$ cat config.mk
export PLATFORM = sky130hd
export DESIGN_NAME = dmem_ctrl
export DESIGN_NICKNAME = d
export VERILOG_FILES = /design/src/rtl/dmem_ctrl.sv
export SDC_FILE = /design/constraint.sdc
export NUM_CORES = 1
export LEC_CHECK = 0
export ABC_CLOCK_PERIOD_IN_PS = 3100
export CAP_MARGIN = 15
export CORE_MARGIN = 2
export CORE_UTILIZATION = 35
export DETAILED_ROUTE_END_ITERATION = 8
export GPL_ROUTABILITY_DRIVEN = 0
export PLACE_DENSITY = 0.74
export SYNTH_ARGS = -nofsm -noshare
export SYNTH_HDL_FRONTEND = slang
export SYNTH_SLANG_ARGS = --single-unit
$ cat constraint.sdc
create_clock -name clk -period 3.1 [get_ports clk]
set_input_delay 0.62 -clock clk [delete_from_list [all_inputs] [get_ports clk]]
set_output_delay 0.62 -clock clk [all_outputs]
set_load 0.02 [all_outputs]
$ cat src/rtl/dmem_ctrl.sv
// Data-memory controller: turns a held load/store request into one handshaked
// bus transaction, stalling the core until it completes, faults or times out.
module dmem_ctrl #(
  parameter int TIMEOUT = 16
) (
  input  logic        clk,
  input  logic        reset,
  input  logic        memwrite,
  input  logic        memread,
  input  logic [31:0] addr,
  input  logic [31:0] wdata,
  output logic [31:0] rdata,
  output logic        stall,
  output logic        err,
  output logic        mem_req,
  output logic        mem_we,
  output logic [29:0] mem_addr,
  output logic [31:0] mem_wdata,
  input  logic [31:0] mem_rdata,
  input  logic        mem_ack
);

  typedef enum logic [1:0] {IDLE, BUSY, DONE} state_t;

  state_t      state_q, state_d;
  logic [7:0]  cnt_q, cnt_d;
  logic        err_q, err_d;
  logic [31:0] cap_q, cap_d;
  logic [29:0] addr_q, addr_d;
  logic [31:0] wdata_q, wdata_d;
  logic        we_q, we_d;

  logic req_any, aligned, active;

  assign req_any = memread | memwrite;
  assign aligned = (addr[1:0] == 2'b00);
  assign active  = req_any & aligned;

  always_comb begin
    state_d = state_q;
    cnt_d   = cnt_q;
    err_d   = err_q;
    cap_d   = cap_q;
    addr_d  = addr_q;
    wdata_d = wdata_q;
    we_d    = we_q;
    case (state_q)
      IDLE: begin
        if (active) begin
          state_d = BUSY;
          cnt_d   = 8'd0;
          addr_d  = addr[31:2];
          wdata_d = wdata;
          we_d    = memwrite;  // read+write together is a store
        end else if (req_any) begin
          err_d = 1'b1;
        end
      end
      BUSY: begin
        if (mem_ack) begin
          if (!we_q) cap_d = mem_rdata;
          state_d = DONE;
        end else if (cnt_q == 8'(TIMEOUT - 1)) begin
          cap_d   = 32'h0;
          err_d   = 1'b1;
          state_d = DONE;
        end else begin
          cnt_d = cnt_q + 8'd1;
        end
      end
      DONE:    state_d = IDLE;  // the still-held request is not reissued
      default: state_d = IDLE;
    endcase
  end

  always_ff @(posedge clk or negedge reset) begin
    if (!reset) begin
      state_q <= IDLE;
      cnt_q   <= 8'd0;
      err_q   <= 1'b0;
      cap_q   <= 32'h0;
      addr_q  <= 30'h0;
      wdata_q <= 32'h0;
      we_q    <= 1'b0;
    end else begin
      state_q <= state_d;
      cnt_q   <= cnt_d;
      err_q   <= err_d;
      cap_q   <= cap_d;
      addr_q  <= addr_d;
      wdata_q <= wdata_d;
      we_q    <= we_d;
    end
  end

  // stall is gated by reset so an aborted access releases the core at once
  assign stall     = reset & (((state_q == IDLE) & active) | (state_q == BUSY));
  assign mem_req   = (state_q == BUSY);
  assign mem_we    = we_q;
  assign mem_addr  = addr_q;
  assign mem_wdata = wdata_q;
  assign rdata     = ((state_q == DONE) && !we_q) ? cap_q : 32'h0;
  assign err       = err_q;

endmodule

# --- Word-level counts from Yosys, hierarchy flattened ---
# Cells that the tools add are included.
word_totals:
  latchBits: 0
  ramBits: 0
  n_memories: 0
  output_inout_bits: 98
  mem_bits_ro: 0
  ff_bits: 106
  inputBits: 101
  word_cells: 52
op_classes:
  add_sub_neg: 1
  n_lt_le_gt_ge: 0
  div: 0
  muxes: 17
  multipliers: 0
  n_reduce_logical: 11
  eq_ne: 11
  n_shift: 0
  bitwise_logic: 5
ops:
  columns: ["operator", "n"]
  rows:
  - ["two-way mux 32 bit", 4]
  - ["two-way mux 8 bit", 3]
  - ["case mux 8 bit (2 select lines)", 1]
  - ["inequality test 2 bit, second input constant", 6]
  - ["adder 8 x 1 -> 8 bit, second input constant", 1]
  - ["equality test 8 x 4 -> 1 bit, second input constant", 1]
  - ["two-way mux 2 bit", 3]
  - ["AND reduction 5 bit", 1]
  - ["logical NOT 2 bit", 2]
  - ["two-way mux 1 bit", 4]
  - ["case mux 2 bit (2 select lines)", 1]
  - ["AND reduction 2 bit", 2]
  - ["AND reduction 4 bit", 1]
  - ["nonzero test 2 bit", 2]
  - ["bitwise AND 1 bit", 3]
  - ["inequality test 3 x 1 -> 1 bit, second input constant", 1]
  - ["AND reduction 3 bit", 1]
  - ["equality test 2 x 1 -> 1 bit, second input constant", 1]
  - ["equality test 2 bit, second input constant", 1]
  - ["inequality test 2 x 1 -> 1 bit, second input constant", 1]
  - ["OR 1 bit", 2]
  - ["case mux 1 bit (2 select lines)", 1]
  - ["logical AND 1 bit", 1]
  - ["logical NOT 1 bit", 1]

# --- Depth between registers and ports, before layout ---
depth:
  word_depth: 5
  depth_mapped: 6
  depth_no_buf: 6

# --- Worst setup path after synthesis ---
# Ideal clock, no wire load.
synth_timing:
  path_type: "input to output"
  startpoint: "in addr[1]"
  endpoint: "out stall"
  t_required_ns: 2.480
  n_path_buf: 2
  arrival_ns: 1.609
  path_slack_ns: 0.871
  path_stages: 4
  cell_sequence: "nor4_2 > buf_2 > buf_4 > o21a_1"
synth_via:
  elab_chain_len: 5
synth_lines:
  columns: ["element", "line", "rtl"]
  rows:
  - ["start: declaration", "10", "input logic [31:0] addr,"]
  - ["logical NOT 2 bit", "36", "assign aligned = (addr[1:0] == 2'b00);"]
  - ["bitwise AND 1 bit", "37", "assign active = req_any & aligned;"]
  - ["bitwise AND 1 bit", "97", "assign stall = reset & (((state_q == IDLE) & active) | (state_q == BUSY));"]
  - ["OR 1 bit", "97", null]
  - ["bitwise AND 1 bit", "97", null]
  - ["end: declaration", "13", "output logic stall,"]
# Every way passes these cells.

# --- Final worst setup path ---
layout_timing:
  startpoint: "in memwrite"
  endpoint: "out stall"
layout_via:
  elab_chain_len: 5
layout_lines:
  columns: ["element", "line", "rtl"]
  rows:
  - ["start: declaration", "8", "input logic memwrite,"]
  - ["OR 1 bit", "35", "assign req_any = memread | memwrite;"]
  - ["bitwise AND 1 bit", "37", null]
  - ["bitwise AND 1 bit", "97", null]
  - ["OR 1 bit", "97", null]
  - ["bitwise AND 1 bit", "97", null]
# Every way passes these cells.

==> results.toml <==
[power_and_ir_drop]
p_leak_nw = 2.876
powerDensity_mw_per_mm2 = 721.3
p_total_w = 0.004886
ir_drop_uv = 447.9

[synthesis]
synth-seq-cells = 106
synth_edf_count = 0
synth_fp_nets = 405
synth_cell_types = 37
syn_avg_cell_area_um2 = 14.32
yosysSeqAreaShare = 0.6113
synth_area_mm2 = 0.004339
ys_async_sr_fraction = 1.000
yosys_most_used_dff = "dfrtp_1"
yosys_warnings = 0
synthCells = 303

[layout]
nNetsFinal = 602
drive_gt1_frac = 0.1881
antenna_cells = 0
fillerInstances = 1033
seq_area_mm2 = 0.002653
area_delta_synth_final_pct = 56.11
multi_input_area_mm2 = 0.001563

[clocking]
cts_root_buf = "clkbuf_16"
cts_tree = "done"
clockBufferDepth = 2
clock_latency_ps = 340
clock-sinks = 106
post_cts.repair.setup_buffers = 0
ctsHoldBuffers = 0
cts_made_buffers = 9
ctsResizeCount = 0
path_clk_slew_ps = 70
cts_max_level = 3

[timing]
fmax_mhz = 364.9
finalCriticalPeriod_ps = 2741
fin_skew_ps = 11.44
tightest_slew_ps = 870.0
hold_viol_final = 0
setup-tns-final_ps = 0
drv_slew = 0
setup_slack_ps = 359.3
rsz0062_at_grt = "no"
fin_crit_sh = 0.8841
slew_headroom = 0.4200
setup_violations = 0

[setup_path]
r2r_cells = 4
path_class = "in -> out"
reg2reg_slack_ps = 980
regToRegEndpoint = "mem_wdata[15]$_DFFE_PN0P_"
cp_max_fo = 2
worstPathArrival_ps = 2120
required_ps = 2480
start_kind = "primary input"
timing.rr.start = "state_q[0]$_DFFE_PN0P_"
critical_path.endpoint_type = "primary output"

[floorplanning]
dieArea_mm2 = 0.01330
dieHeight_um = 115.3
fp.dieW_um = 115.3
io_pins = 199
initial_utilization = 0.3598
fp.coreArea_mm2 = 0.01206
num_rows = 40

[drt]
wire_per_inst_um = 15.68
drt_wl_total_um = 10560
wl_met2_um = 5182
drtIter0Drc = 218
vias = 3203
via_per_inst = 4.759
top_layer = "met4"
dr.pass1.iters = 4
met3_length_um = 871
wl_met1_um = 4329
drc = 0
postRouteAntennaNets = 0

[global_routing]
grt_max_degree = 67
overflow = 0
grt_pass1_wl_um = 16430
grtUsageTotal = 0.1594
antenna_found_initial = 0
grt_pass1_vias = 3286

[worst_hold_path]
hold_path_class = "in -> async"

[flow_run]
cap_viol_max_count = 0

[placement]
hpwl_um = 7685
numPortBuffers = 198
place_ws_ps = 343.8

[outcome]
status = "finished clean"
report_power, final:
part,internal (W),switching [W]
combinational,0.000905,0.000698
sequential,0.00183,0.000241
clock,0.000732,0.000476
per-layer routing:
metal	up-vias	global-route usage
met1	1575	0.1890
li1	1484	-
met5	-	0
met3	13	0.05640
met4	0	0.06345
met2	131	0.2651
cell usage after synthesis (2+ instances only):
| library cell | number | share of area |
|---|---|---|
| and2_1 | 32 | 0.046 |
| buf_4 | 4 | 0.0069 |
| nand2_1 | 4 | 0.0035 |
| a21oi_1 | 6 | 0.0069 |
| o21ai_0 | 3 | 0.0035 |
| a211o_1 | 2 | 0.0040 |
| buf_6 | 6 | 0.016 |
| mux2_2 | 63 | 0.16 |
| nor2_1 | 4 | 0.0035 |
| o21bai_1 | 2 | 0.0035 |
| buf_2 | 4 | 0.0046 |
| and3_1 | 4 | 0.0058 |
| nand3_1 | 2 | 0.0023 |
| o21a_1 | 3 | 0.0052 |
| a2bb2oi_1 | 2 | 0.0040 |
| dfrtp_1 | 106 | 0.61 |
| clkbuf_1 | 3 | 0.0026 |
| nor3_1 | 2 | 0.0023 |
| inv_1 | 3 | 0.0026 |
| a22o_2 | 2 | 0.0046 |
| a22o_1 | 30 | 0.061 |
sequential cells by signal (all words and copies together), names as in the netlist:
name       flops
mem_addr      30
cnt_q          8
mem_wdata     32
mem_we         1
cap_q         32
state_q        2
err            1
final cells by class:
cell class / count / area share
Multi-Input combinational cell: 177 / 0.2307
Clock buffer: 12 / 0.03639
Tap cell: 168 / 0.03103
Timing Repair Buffer: 203 / 0.2977
Inverter: 3 / 0.001662
Sequential cell: 106 / 0.3916
Clock inverter: 4 / 0.01090
stage by stage:
stage	utilization	hold WS, ps	instances	cell area [um2]
global route	0.5616	510.8	673	6774
CTS	0.5616	485.3	673	6774
global placement	0.5351	465.1	657	6454
floorplan	-	324.4	303	4339
finish	0.5616	444.8	673	6774
detailed placement	0.5351	469.4	657	6454
worst max-delay path by stage:
stage | depth (start not counted) | to | from | slack [ps]
floorplan | 4 | stall | addr[1] | 870
global placement | 5 | stall | memwrite | 380
detailed placement | 5 | stall | memwrite | 340
CTS | 5 | stall | memwrite | 340
global route | 4 | stall | state_q[1]$_DFFE_PN0P_ | 270
finish | 5 | stall | memwrite | 360
layout by cell type, fill, tap and decap left out, types with 3 or more instances in the layout:
master,netlist,final
mux2_2,63,63
clkdlybuf4s50_1,0,197
and2_1,32,32
nor2_1,4,3
buf_4,4,6
nand2_1,4,4
dfrtp_1,106,106
o21a_1,3,3
inv_1,3,3
a21oi_1,6,6
and3_1,4,4
o21ai_0,3,3
clkbuf_16,0,9
a22o_1,30,30
kinds of logic (layout without fill, tap and decap cells):
logic type      count (synthesis)  count (layout)  synth area share
fa+ha+maj                       1               1          0.002883
mux                            64              64            0.1658
simple gates                   58              58           0.08420
compound gates                 54              54            0.1035
flops                         106             106            0.6113
buf+inv                        20             222           0.03229
worst max-delay path, cell delays in order:
cell,delay [ps]
clkdlybuf4s50_1,470
o21bai_1,130
nor4_4,170
o21a_1,140
clkdlybuf4s50_1,590
Note: power is estimated with default switching activity, not from simulation.
